**src/rtl/rst_seq.sv**
```systemverilog
`default_nettype none
// ============================================================================
//  Module      : rst_seq
//  Description : Per-domain reset sequencer. Holds the domain in reset until
//                clock lock is stable and a hold time has elapsed, debounces
//                an external reset button and flags loss of lock while running.
//  Revision    : 1.0 - initial release
// ============================================================================
module rst_seq #(
    parameter int SYNC_STAGES        = 2,
    parameter int LOCK_STABLE_CYCLES = 1024,
    parameter int HOLD_CYCLES        = 16,
    parameter int DEBOUNCE_CYCLES    = 1000000
) (
    input  logic clk_i,
    input  logic rst_i,
    input  logic ready_async_i,
    input  logic btn_async_i,
    output logic rst_o,
    output logic ready_o,
    output logic lock_lost_o
);

    localparam int c_LS_W  = (LOCK_STABLE_CYCLES > 1) ? $clog2(LOCK_STABLE_CYCLES) : 1;
    localparam int c_H_W   = (HOLD_CYCLES > 1) ? $clog2(HOLD_CYCLES) : 1;
    localparam int c_CNT_W = (c_LS_W > c_H_W) ? c_LS_W : c_H_W;
    localparam int c_DB_W  = (DEBOUNCE_CYCLES > 1) ? $clog2(DEBOUNCE_CYCLES) : 1;

    localparam logic [c_CNT_W-1:0] c_LS_TERM   = c_CNT_W'(LOCK_STABLE_CYCLES - 1);
    localparam logic [c_CNT_W-1:0] c_HOLD_TERM = c_CNT_W'(HOLD_CYCLES - 1);
    localparam logic [c_CNT_W-1:0] c_CNT_ONE   = c_CNT_W'(1);
    localparam logic [c_DB_W-1:0]  c_DB_TERM   = c_DB_W'(DEBOUNCE_CYCLES - 1);
    localparam logic [c_DB_W-1:0]  c_DB_ONE    = c_DB_W'(1);

    typedef enum logic [1:0] {
        S_WAIT_LOCK = 2'd0,
        S_STABLE    = 2'd1,
        S_HOLD      = 2'd2,
        S_RUN       = 2'd3
    } state_t;

    logic [SYNC_STAGES-1:0] r_lock_sync;
    logic [SYNC_STAGES-1:0] r_btn_sync;
    logic                   w_lock_s;
    logic                   w_btn_s;

    logic [c_DB_W-1:0]      r_db_cnt;
    logic                   r_btn_db;

    state_t                 r_state;
    state_t                 w_state_nxt;
    logic [c_CNT_W-1:0]     r_cnt;
    logic [c_CNT_W-1:0]     w_cnt_nxt;
    logic                   w_lock_lost_nxt;

    logic                   r_rst;
    logic                   r_ready;
    logic                   r_lock_lost;

    // Input synchronizers; bit 0 is the metastability-capture stage.
    always_ff @(posedge clk_i) begin
        if (rst_i) begin
            r_lock_sync <= '0;
            r_btn_sync  <= '0;
        end else begin
            r_lock_sync <= {r_lock_sync[SYNC_STAGES-2:0], ready_async_i};
            r_btn_sync  <= {r_btn_sync[SYNC_STAGES-2:0], btn_async_i};
        end
    end

    assign w_lock_s = r_lock_sync[SYNC_STAGES-1];
    assign w_btn_s  = r_btn_sync[SYNC_STAGES-1];

    always_ff @(posedge clk_i) begin
        if (rst_i) begin
            r_db_cnt <= '0;
            r_btn_db <= 1'b0;
        end else if (w_btn_s != r_btn_db) begin
            if (r_db_cnt == c_DB_TERM) begin
                r_btn_db <= w_btn_s;
                r_db_cnt <= '0;
            end else begin
                r_db_cnt <= r_db_cnt + c_DB_ONE;
            end
        end else begin
            r_db_cnt <= '0;
        end
    end

    // Lock loss outranks the button, which outranks counting.
    always_comb begin
        w_state_nxt     = r_state;
        w_cnt_nxt       = r_cnt;
        w_lock_lost_nxt = 1'b0;
        case (r_state)
            S_WAIT_LOCK: begin
                w_cnt_nxt = '0;
                if (w_lock_s) begin
                    w_state_nxt = S_STABLE;
                end
            end
            S_STABLE: begin
                if (!w_lock_s) begin
                    w_state_nxt = S_WAIT_LOCK;
                    w_cnt_nxt   = '0;
                end else if (r_btn_db) begin
                    w_cnt_nxt = '0;
                end else if (r_cnt == c_LS_TERM) begin
                    w_state_nxt = S_HOLD;
                    w_cnt_nxt   = '0;
                end else begin
                    w_cnt_nxt = r_cnt + c_CNT_ONE;
                end
            end
            S_HOLD: begin
                if (!w_lock_s) begin
                    w_state_nxt = S_WAIT_LOCK;
                    w_cnt_nxt   = '0;
                end else if (r_btn_db) begin
                    w_cnt_nxt = '0;
                end else if (r_cnt == c_HOLD_TERM) begin
                    w_state_nxt = S_RUN;
                    w_cnt_nxt   = '0;
                end else begin
                    w_cnt_nxt = r_cnt + c_CNT_ONE;
                end
            end
            S_RUN: begin
                w_cnt_nxt = '0;
                if (!w_lock_s) begin
                    w_state_nxt     = S_WAIT_LOCK;
                    w_lock_lost_nxt = 1'b1;
                end else if (r_btn_db) begin
                    w_state_nxt = S_HOLD;
                end
            end
            default: begin
                w_state_nxt = S_WAIT_LOCK;
                w_cnt_nxt   = '0;
            end
        endcase
    end

    // Outputs decode the next state so they switch on the same edge as the FSM.
    always_ff @(posedge clk_i) begin
        if (rst_i) begin
            r_state     <= S_WAIT_LOCK;
            r_cnt       <= '0;
            r_rst       <= 1'b1;
            r_ready     <= 1'b0;
            r_lock_lost <= 1'b0;
        end else begin
            r_state     <= w_state_nxt;
            r_cnt       <= w_cnt_nxt;
            r_rst       <= (w_state_nxt != S_RUN);
            r_ready     <= (w_state_nxt == S_RUN);
            r_lock_lost <= w_lock_lost_nxt;
        end
    end

    assign rst_o       = r_rst;
    assign ready_o     = r_ready;
    assign lock_lost_o = r_lock_lost;

endmodule
`default_nettype wire

```
**config.mk**
```make
export PLATFORM = sky130hd
export DESIGN_NAME = rst_seq
export DESIGN_NICKNAME = d
export VERILOG_FILES = /design/src/rtl/rst_seq.sv
export SDC_FILE = /design/constraint.sdc
export NUM_CORES = 1
export LEC_CHECK = 0
export CAP_MARGIN = 20
export CORE_ASPECT_RATIO = 0.7
export CORE_MARGIN = 5
export CORE_UTILIZATION = 58
export DETAILED_ROUTE_END_ITERATION = 12
export GPL_TIMING_DRIVEN = 0
export PLACE_DENSITY_LB_ADDON = 0.08
export SYNTH_ARGS = -nofsm -noshare
export SYNTH_HDL_FRONTEND = slang
export SYNTH_SLANG_ARGS = --single-unit
export TNS_END_PERCENT = 20
```
**constraint.sdc**
```tcl
create_clock -name clk_i -period 2.5 [get_ports clk_i]
set_input_delay 0.75 -clock clk_i [delete_from_list [all_inputs] [get_ports clk_i]]
set_output_delay 0.75 -clock clk_i [all_outputs]
set_load 0.01 [all_outputs]
```
; ---- Word-level counts from Yosys, hierarchy flattened
; Index checks and enable logic that the tools add are counted.
[word_totals]
register_bits = 40
in_bits = 4
output_inout_bits = 3
word_cells = 45
[op_classes]
n_addsub = 2
eq_ne = 9
n_mux = 18
bitwise = 2
n_reduce_logical = 5
[op_table]
columns = op, n
row1 = $mux 10, 6
row2 = $pmux 10 s3, 1
row3 = $add 20x1->20 const B, 1
row4 = $eq 20x20->1 const B, 1
row5 = $mux 2, 9
row6 = $add 10x1->10 const B, 1
row7 = $eq 10x10->1 const B, 1
row8 = $eq 10x4->1 const B, 1
row9 = $pmux 2 s4, 1
row10 = $eq 2x2->1 const B, 3
row11 = $reduce_or 2->1, 2
row12 = $reduce_or 3->1, 1
row13 = $eq 2x1->1 const B, 1
row14 = $logic_not 2->1, 1
row15 = $ne 2x2->1 const B, 1
row16 = $not 1->1, 2
row17 = $reduce_and 2->1, 1
row18 = $mux 1, 1
row19 = $ne 1x1->1, 1

; ---- Depth between registers and ports, before layout
; Gate-level depths: netlist of the first run.
[depth]
ltp_word = 6
ltp_mapped = 6
depth_no_buf = 5

; ---- Least setup slack after synthesis of the first run
; Ideal clock, no wire load.
[synth_path]
path_kind = register to register
start = register r_db_cnt[0]
end = register r_db_cnt[18]
setup_ns = 0.066
arrival_ns = 1.869
t_required_ns = 2.434
path_slack_ns = 0.565
stages_incl_launch_ff = 7
n_path_buf = 1
synth_period_minus_slack_ns = 1.935
cell_sequence = dfxtp_1 -> ha_1 -> nand2_1 -> or4_1 -> buf_2 -> or4_4 -> a21oi_2
[synth_between]
elab_chain_cells = 2
elab_cells_between_ends = 3
classes_between = add/sub: 1 / eq/ne: 1 / reduce/logical: 1
[synth_rtl]
columns = element, line_no
row1 = from (decl), 47  ; logic [c_DB_W-1:0] r_db_cnt;
row2 = from (signal assigned), 83  ; r_db_cnt <= r_db_cnt + c_DB_ONE;
row3 = "parallel branches: the longest is 2 deep, another holds $add 20x1->20", --
; Parallel ways; which one is timed is not known.
; A chain may end at the register's enable or synchronous reset.

==> summary.md, run 1 <==
| Metric | Value |
|---|---|
| Status | finished clean |
| Netlist Area Pre-Place | 1670 um^2 |
| RSZ-0062 raised after global routing | no |
| Final Max Tran Viols | 0 |
| Initial Util | between 60% and 70% |
| Internal | 874.3 uW |
| Vias in the first global route | 1237 |
| Clk sinks | 40 |
| Dpl cells | between 200 and 250 |
| Hold/Removal Path Class | reg -> reg |
| GPL Wtd Cong | 0.7772 |
| Fin nets | 198 |
| Die Width | between 70 and 80 um |
| Most common cell in the netlist | dfxtp_1 |
| Sequential power share | 59.0% |
| # IOs | 7 |
| Primary FF master, synth | dfxtp_1 |
| Utilization after layout | 67.04% |
| First-pass GRT wire length | 5209 um |
| Total Die Area | 4070 um^2 |
| Cts hold-fix bufs | 0 |
| CP Capture Type | flip-flop |
| Pre-CTS setup slack | -0.02622 ns |
| # setup viols final | 0 |
| Iteration-0 DRC Markers | 104 |
| Period minus WS final | 2.219 ns |
| Synth top area share | 47.94% |
| Port Buffers | 6 |
| Yosys Warn Count | 0 |
| Finished Layout Cells | 229 |
| Chip Height | approximately 55 um |
| First-pass DRT Iterations | 5 |
| Worst Tran Pin Value | roughly 0.64 ns |
| Buf/Inv on CP | 1 |
| Cells after synthesis | about 180 |
| Syn Area/Cell | 9.332 um^2 |
| N_diodes | 0 |
| Vias | 1287 |
| Post-synth top cells | dfxtp_1 (40), nor2_1 (26), xnor2_1 (12) |
| Post-DP HPWL | 2125 um |
| Post-CTS setup buffer count | 0 |
| Req. time, crit path | 2.65 ns |
| Layout area overhead | 11.69% |
| FF-to-FF setup slack | 0.42 ns |
| Area leader, netlist | dfxtp_1 |
| Max Buffers Root-to-Sink | 2 |
| Cts repair resizes | 0 |
| Fmax | 450.6 MHz |
| Worst setup margin | 0.2805 ns |
| Drt via density | 5.620 |
| Final hold viol count | 0 |
| Power per cell area | a little under 600 nW/um^2 |
| Critical path cell sequence | clkdlybuf4s50_1 -> nand2b_1 -> nor3b_1 -> a22oi_1 -> nor2_1 |
| # DRC | 0 |
| CP peak stage delay | ~0.64 ns |
| Pwr Total | 1090 uW |
| Slowest CP cell | clkdlybuf4s50_1 |
| Num CTS Buffers | 5 |
| Final worst-path cycle share | 88.78% |
| Reg clk slew, reported paths | 0.07 ns |
| Max_slew headroom | 57.21% |
| Switch Pwr | 215.6 uW |
| Maximum vdd ir drop | slightly above 400 uV |
| Leakage | 0.0006033 uW |
| Share of power burned in the clock network | 39.5% |
| Post-Route WL | 3029 um |
| # fillers | 225 |
| Critical path fanouts, max | 9 |
| Synth Register Bits | 40 |
| Ranking of synthesized cells by area | dfxtp_1 (48%), xnor2_1 (6.3%), nor2_1 (5.8%) |
| Synthesized net count | 185 |
| Maxcap violations | 0 |
| Unique cell type count in the Yosys netlist | 34 |
| Core Region | 2783 um^2 |
| GRT overflow | 0 |
| Kind of cell adding the most delay to the critical path | buffers and inverters |
| Seq/Total Area, Yosys | 47.94% |
| Worst EP arrival | ~2.4 ns |
| Worst-Skew Late Latency | 0.29 ns |
| Initial antenna violation count | 0 |
| Post-synth ARST share | 0% |
| Row count | 16 |
| H-tree Lvls | 2 |
| Pin count of the biggest net entering global routing | 12 |
| Final clock skew | 0.005747 ns |
| Share of layout cells above drive strength 1 | 7.254% |
| EDFF count, synth | 0 |
| Root buffer cell | clkbuf_8 |
| Worst Path Class, Setup | in -> reg |
| Switching part of the total | between 10% and 20% |
| Antenna viol nets, final | 0 |
| Comb power frac | 1.5% |
| TritonCTS clock tree | yes |
| GRT Overall Usage | 17.26% |
| CP Launch Type | input pin |
| Routed WL per cell | approximately 13 um |
==> layout make-up <==
type / instances / area (um^2) / share of cell area, %
plain buffers: 3 / 20.02 / 1.073
clock buffers: 8 / 90.09 / 4.829
inverters: 5 / 18.77 / 1.006
multi-input cells: 131 / 830.8 / 44.53
flip-flops and latches: 40 / 800.8 / 42.92
well taps: 36 / 45.04 / 2.414
repair buffers: 6 / 60.06 / 3.219
==> layer usage <==
layer / GRT usage (%) / part of all wire [%] / vias up
met5: 0 / 0 / -
li1: - / - / 660
met1: 22.10 / 52 / 593
met2: 25.15 / 41 / 29
met3: 5.957 / 5.7 / 5
met4: 10.54 / 1.5 / 0
==> state kept, by name (all words and copies together), names as in the netlist <==
name and flops:
r_state 2, r_btn_db 1, r_lock_sync 2, rst_o 1
r_db_cnt 20, lock_lost_o 1, r_btn_sync 2, r_cnt 10
ready_o 1
==> placed cells by master (no fill, tap or decap), types with 3 or more instances in the layout <==
cell type	n
clkbuf_8	6
clkdlybuf4s50_1	6
or4_1	6
xor2_1	9
nor4_1	3
nand4_1	7
nor3_1	3
o31ai_1	3
nand3_1	10
dfxtp_1	40
nor2_1	26
nand2_1	7
nor2b_1	8
inv_1	5
and3_1	3
or3_1	3
o21ai_0	5
xnor2_1	12
a21oi_1	6
==> cell families after synthesis <==
logic type               after synthesis  synth area share, %
AO/OA/AOI/OAI                         20                7.416
AND/OR/NAND/NOR                       88                29.81
XOR/XNOR                              21                11.01
buffers and inverters                  8                2.322
adder cells (fa/ha/maj)                2                1.498
flip-flops                            40                47.94
==> final timing paths <==
path | from | end | cells after the start
worst max-delay path | rst_i | r_cnt[7] | 5
worst min-delay path | r_lock_sync[1] | lock_lost_o | 1
worst max register to register | r_db_cnt[0] | r_db_cnt[18] | 6
worst min register to register | r_lock_sync[1] | lock_lost_o | 1
==> worst register-to-register path: stages (launching register included) <==
cell and delay, ns:
dfxtp_1 0.40, ha_1 0.31, nand2_1 0.10, or4_1 0.49
buf_2 0.17, or4_4 0.42, a21oi_2 0.13
==> power by group through the flow <==
stage | Clock [uW] | Combinational, uW | Sequential (uW)
5_1_grt | 468 | 18.0 | 643
2_1_floorplan | 0 | 8.30 | 657
3_3_place_gp | 0 | 15.9 | 658
6_report | 430 | 16.3 | 643
4_1_cts | 443 | 16.4 | 643
3_5_place_dp | 0 | 16.1 | 658
==> through the flow <==
step	cell area, um^2	setup TNS [ns]	hold WS [ns]
after floorplan	1670	0	0.3977
after global placement	1775	0	0.4201
after detailed placement	1775	-0.05865	0.4201
after CTS	1866	0	0.4420
after global routing	1866	0	0.4654
final	1866	0	0.4372
Note: power is estimated with default switching activity, not from simulation.
==> run 2: changes to the inputs <==
Settings changed: CORE_UTILIZATION 58 to 63, SETUP_SLACK_MARGIN from default to 0.5, SKIP_LAST_GASP from default to 1.
Clock period 2.5 ns to 2.8 ns, I/O delays scaled along.
==> run 2 against run 1 <==
Global-route usage rose by 3.1 points. Flip-flop and latch count did not move. Critical path depth fell by 1. Register-to-register slack improved by 0.30 ns. Clock skew barely moved. Critical endpoint is now r_state[0]. Largest power group unchanged.
==> summary.md, run 2 (same netlist as run 1, synthesis figures left out) <==
| Metric | Value |
|---|---|
| Status | finished clean |
| FF-to-FF setup slack | approximately 0.7 ns |
| # setup viols final | 0 |
| Pwr Total | 1099 uW |
| Sequential Area | 800.8 um^2 |
| Fin nets | 198 |
| Max reg flops | 20 |
| Antenna viol nets, final | 0 |
| Vias | 1351 |
| GRT overflow | 0 |
| Share of layout cells above drive strength 1 | 9.326% |
| Final Max Tran Viols | 0 |
| First-pass GRT wire length | roughly 5800 um |
| Period minus WS final | 2.238 ns |
| Critical path cell sequence | clkdlybuf4s50_1 -> nand2b_1 -> or4b_2 -> o21ai_0 |
| Cells on Worst Hold Path | 1 |
| Design area | 1909 um^2 |
| Reg clk slew, reported paths | 0.07 ns |
| Worst EP arrival | between 2 and 2.5 ns |
| Layout area overhead | 14.31% |
| TritonCTS clock tree | yes |
| RSZ-0062 raised after global routing | yes |
| Initial Util | 66.92% |
| Worst Hold Endpoint | lock_lost_o |
| Routed WL per cell | 14.79 um |
| First-pass DRT Iterations | 5 |
| Post-CTS setup buffer count | 0 |
| GPL Wtd Cong | 0.8262 |
| Vias in the first global route | 1319 |
| # fillers | roughly 170 |
| Initial antenna violation count | 0 |
| Sum Neg Setup Slack | 0 ns |
| Post-Route WL | 3358 um |
| Worst Tran Pin Value | a little under 0.4 ns |
| Post-DP HPWL | about 2200 um |
| # DRC | 0 |
| GRT Overall Usage | 20.36% |
| Highest routed layer | met4 |
| Worst Path Class, Setup | in -> reg |
| Area post-placement | roughly 1800 um^2 |
| Most frequent cells in the layout | dfxtp_1 (40), nor2_1 (26), xnor2_1 (12) |
| Maxcap violations | 0 |
| Met3 WL post-DR | 192 um |
| Buf/Inv on CP | 1 |
| Iteration-0 DRC Markers | 53 |
| Slowest CP cell | or4b_2 |
| Root buffer cell | clkbuf_8 |
| Die Width | 71.55 um |
| Final worst-path cycle share | 79.93% |
| Fmax | 446.8 MHz |
| Utilization after layout | 76.49% |
| Clk sinks | 40 |
| Metal-1 WL | 1581 um |
| Worst reg2reg endpoint | r_db_cnt[18] |
| Core Region | 2496 um^2 |
| Max_slew headroom | approximately 74% |
| Leakage | 0.0006233 uW |
| Critical path fanouts, max | 9 |
| Final hold viol count | 0 |
| Pin count of the biggest net entering global routing | 13 |
| Max Buffers Root-to-Sink | 2 |
| Multi-input gate area | 840.8 um^2 |
| Port Buffers | 6 |
| Req. time, crit path | 3.03 ns |
| Kind of cell adding the most delay to the critical path | simple AND/OR/NAND/NOR gates |
| Power per cell area | 575.4 nW/um^2 |
| Row count | 15 |
| Origin of the critical flop-to-flop path | r_db_cnt[0] |
| CP Capture Type | flip-flop |
| Total Die Area | 3798 um^2 |
| Maximum vdd ir drop | 570.5 uV |
| Chip Height | 53.08 um |
| Drt via density | ~6 |
| Worst-Skew Late Latency | 0.30 ns |
| Largest register by flop count | r_db_cnt |
| Met2 wire len | around 1500 um |
| Hold_sp | r_lock_sync[1] |
| Cts hold-fix bufs | 0 |
| Worst r2r path cells | 6 |
| Hold/Removal Path Class | reg -> reg |
| CP peak stage delay | between 0.6 and 0.7 ns |
| Num CTS Buffers | 5 |
| # IOs | 7 |
| CP Launch Type | input pin |
| Top Registers | r_db_cnt (20), r_cnt (10) |
| H-tree Lvls | 2 |
| Final clock skew | 0.006101 ns |
| Most common cell after layout, fill and taps aside | dfxtp_1 |
| N_diodes | 0 |
[run 2: changes by cell type in the layout (fill, tap and decap cells not counted)]
cell / delta
a22oi_2: +1
nor3b_2: +1
nor3b_1: -1
a22oi_1: -1
clkbuf_8: +1
bufinv_16: +1
clkbuf_1: -2
[run 2: final cells by class]
| type | instances | share of cell area [%] |
|---|---|---|
| well taps | 34 | 2.228 |
| inverters | 5 | 0.9830 |
| plain buffers | 3 | 1.048 |
| repair buffers | 6 | 3.145 |
| multi-input cells | 131 | 44.04 |
| flip-flops and latches | 40 | 41.94 |
| clock inverters | 1 | 1.573 |
| clock buffers | 7 | 5.046 |
[run 2: metal layers]
layer	up-vias	GRT usage, %
met2	37	33.69
li1	663	-
met5	-	0
met3	13	8.159
met4	0	11.25
met1	638	22.54
[run 2: worst max-delay path by stage]
| stage | start | to | slack [ns] | depth (start not counted) |
|---|---|---|---|---|
| 5_1_grt | rst_i | r_state[0] | 0.50 | 4 |
| 3_3_place_gp | rst_i | r_cnt[2] | 0.25 | 5 |
| 2_1_floorplan | r_db_cnt[0] | r_db_cnt[18] | 0.86 | 6 |
| 4_1_cts | rst_i | r_state[0] | 0.59 | 4 |
| 6_report | rst_i | r_state[0] | 0.56 | 4 |
| 3_5_place_dp | rst_i | r_cnt[3] | 0.15 | 5 |
[run 2: timing repair]
action,4_1_cts,5_1_grt
resized for setup,1,1
setup endpoints to repair,3,2
hold endpoints to repair,0,0
[run 2: worst register-to-register path, stage by stage (launching register included)]
cell and delay, ns:
dfxtp_1 0.39, ha_1 0.31, nand2_1 0.10, or4_1 0.50, buf_2 0.17, or4_4 0.42, a21oi_2 0.15
[run 2: where the power goes]
group	internal (uW)	switching, uW
clock	314	195
combinational	7.73	7.45
sequential	572	1.95
[run 2: per-stage QoR]
step / cells / setup slack [ns] / hold slack [ns]
after floorplan: 179 / 0.8647 / 0.3977
after global placement: 219 / 0.2490 / 0.4169
after detailed placement: 219 / 0.1541 / 0.4136
after CTS: 227 / 0.5869 / 0.4346
after global routing: 227 / 0.4971 / 0.4555
final: 227 / 0.5620 / 0.4367
==> run 3: changes to the inputs <==
Settings changed: CORE_UTILIZATION 63 to 58.
Clock period 2.8 ns to 2.15 ns, I/O delays scaled along.
==> run 3 against run 2 <==
Global-route usage down 1.5 points. Flip-flop and latch count unchanged. Setup slack worse by 0.41 ns. Critical path depth up 1. Via count up 1.5%. Power up 16%. Highest routed layer unchanged. Clock power about the same.
==> summary.md, run 3 (same netlist as run 1, synthesis figures left out) <==
| Metric | Value |
|---|---|
| Reg clk slew, reported paths | approximately 0.07 ns |
| Fin nets | 204 |
| Chip Height | about 55 um |
| Worst EP arrival | 2.18 ns |
| Critical path cell sequence | or4b_4 -> or4_4 -> o21ai_4 -> buf_4 -> nor2_1 |
| Fmax | 500.9 MHz |
| Switching part of the total | 20.65% |
| CP Launch Type | flip-flop |
| Die Width | 74.14 um |
| Num CTS Buffers | 5 |
| Internal | 1013 uW |
| # fillers | 209 |
| Post-Route WL | around 3500 um |
| First-pass DRT Iterations | 4 |
| Maxcap violations | 0 |
| Comb power frac | 1.8% |
| Design area | 2037 um^2 |
| # setup viols final | 0 |
| Max_slew headroom | 66.42% |
| Area post-placement | 1819 um^2 |
| Core Region | 2783 um^2 |
| Initial Util | 60.03% |
| # IOs | 7 |
| Worst-Skew Late Latency | a little under 0.3 ns |
| Drt via density | just under 6 |
| Final hold viol count | 0 |
| Status | finished clean |
| Final worst-path cycle share | roughly 93% |
| Root buffer cell | clkbuf_8 |
| Port Buffers | 6 |
| TritonCTS clock tree | yes |
| CP Capture Type | flip-flop |
| Final Max Tran Viols | 0 |
| Max Buffers Root-to-Sink | 2 |
| Sum Neg Setup Slack | 0 ns |
| First-pass GRT wire length | 5706 um |
| Top Registers | r_db_cnt (20), r_cnt (10) |
| Req. time, crit path | 2.33 ns |
| Total Die Area | 4070 um^2 |
| Power per cell area | 626.7 nW/um^2 |
| Pin count of the biggest net entering global routing | 12 |
| Clk sinks | 40 |
| Routed WL per cell | approximately 15 um |
| Share of power burned in the clock network | 40.0% |
| Switch Pwr | 263.6 uW |
| Max reg flops | 20 |
| Worst Tran Pin Value | 0.4990 ns |
| GPL Wtd Cong | 0.7956 |
| Iteration-0 DRC Markers | 92 |
| Sequential power share | 58.2% |
| Hold/Removal Path Class | reg -> reg |
| Final clock skew | 0.009349 ns |
| Maximum vdd ir drop | 495.4 uV |
| N_diodes | 0 |
| Vias in the first global route | 1280 |
| GRT overflow | 0 |
| Vias | 1371 |
| # DRC | 0 |
| GRT Overall Usage | 18.82% |
| Antenna viol nets, final | 0 |
| H-tree Lvls | 2 |
| Initial antenna violation count | 0 |
| Worst Path Class, Setup | reg -> reg |
| Most common cell after layout, fill and taps aside | dfxtp_1 |
| Critical path fanouts, max | 5 |
| Leakage | 0.0006557 uW |
| Largest register by flop count | r_db_cnt |
| Post-DP HPWL | 2188 um |
| RSZ-0062 raised after global routing | yes |
| Period minus WS final | 1.996 ns |
| Row count | 16 |
| Most frequent cells in the layout | dfxtp_1 (31), nor2_1 (26), xnor2_1 (12) |
| Layout area overhead | 21.95% |
| Share of layout cells above drive strength 1 | 21.11% |
| CP peak stage delay | 0.55 ns |
| Slowest CP cell | or4_4 |
==> run 3: changes by cell type in the layout (fill, tap and decap cells not counted), sizes merged <==
cell           before  now
buf                 3    8
clkbuf              7    9
bufinv              1    0
clkdlybuf4s50       6    5
dlygate4sd2         0    1
==> run 3: area by class of cell <==
type | instances | area [um^2] | share of cell area [%]
Multi-Input combinational cell | 131 | 924.6 | 45.39
Sequential cell | 40 | 824.5 | 40.48
Timing Repair Buffer | 12 | 103.9 | 5.098
Clock buffer | 8 | 90.09 | 4.423
Tap cell | 36 | 45.04 | 2.211
Buffer | 3 | 30.03 | 1.474
Inverter | 5 | 18.77 | 0.9214
==> run 3: final timing paths <==
path                    end  depth (start not counted)      startpoint  slack [ns]
min reg2reg  r_lock_sync[1]                          1  r_lock_sync[0]        0.44
max reg2reg     r_db_cnt[3]                          5    r_db_cnt[11]        0.15
min          r_lock_sync[1]                          1  r_lock_sync[0]        0.44
max             r_db_cnt[3]                          5    r_db_cnt[11]        0.15
==> run 3: worst max-delay path: cells and delay by family, from the launching register on <==
family	cells	cell delay [ns]
and+or+nand+nor	3	1.14
DFF	1	0.35
buffers and inverters	1	0.19
AOI/OAI and AO/OA	1	0.20
==> run 3: routing by layer <==
metal	vias to the layer above	GRT usage (%)	share of wire, %
li1	673	-	-
met1	652	24.86	47
met2	35	28.24	45
met3	11	5.054	5.9
met4	0	10.24	2.2
met5	-	0	0
==> run 3: what timing repair did <==
item	CTS	global route
hold buffers	0	0
buffers inserted	1	4
gates cloned	0	1
pin swaps	1	2
setup endpoints to repair	37	37
resized for setup	4	22
==> run 3: power by group through the flow <==
stage | combinational, uW | clock (uW) | sequential, uW
after global placement | 19.9 | 0 | 765
after floorplan | 11.2 | 0 | 764
after detailed placement | 20.8 | 0 | 765
final | 23.2 | 511 | 742
after CTS | 21.4 | 516 | 748
after global routing | 25.5 | 556 | 743
==> run 3: per-stage QoR <==
step	cells	hold WS, ns	setup WS [ns]	power (uW)	utilization, %
floorplan	179	0.3977	0.2961	775.4	-
detailed placement	221	0.4301	-0.2669	785.9	65.38
CTS	230	0.4467	0.1970	1285	69.33
global placement	221	0.4223	-0.2061	784.8	65.38
global route	235	0.4721	0.1214	1324	73.20
finish	235	0.4450	0.1536	1276	73.20
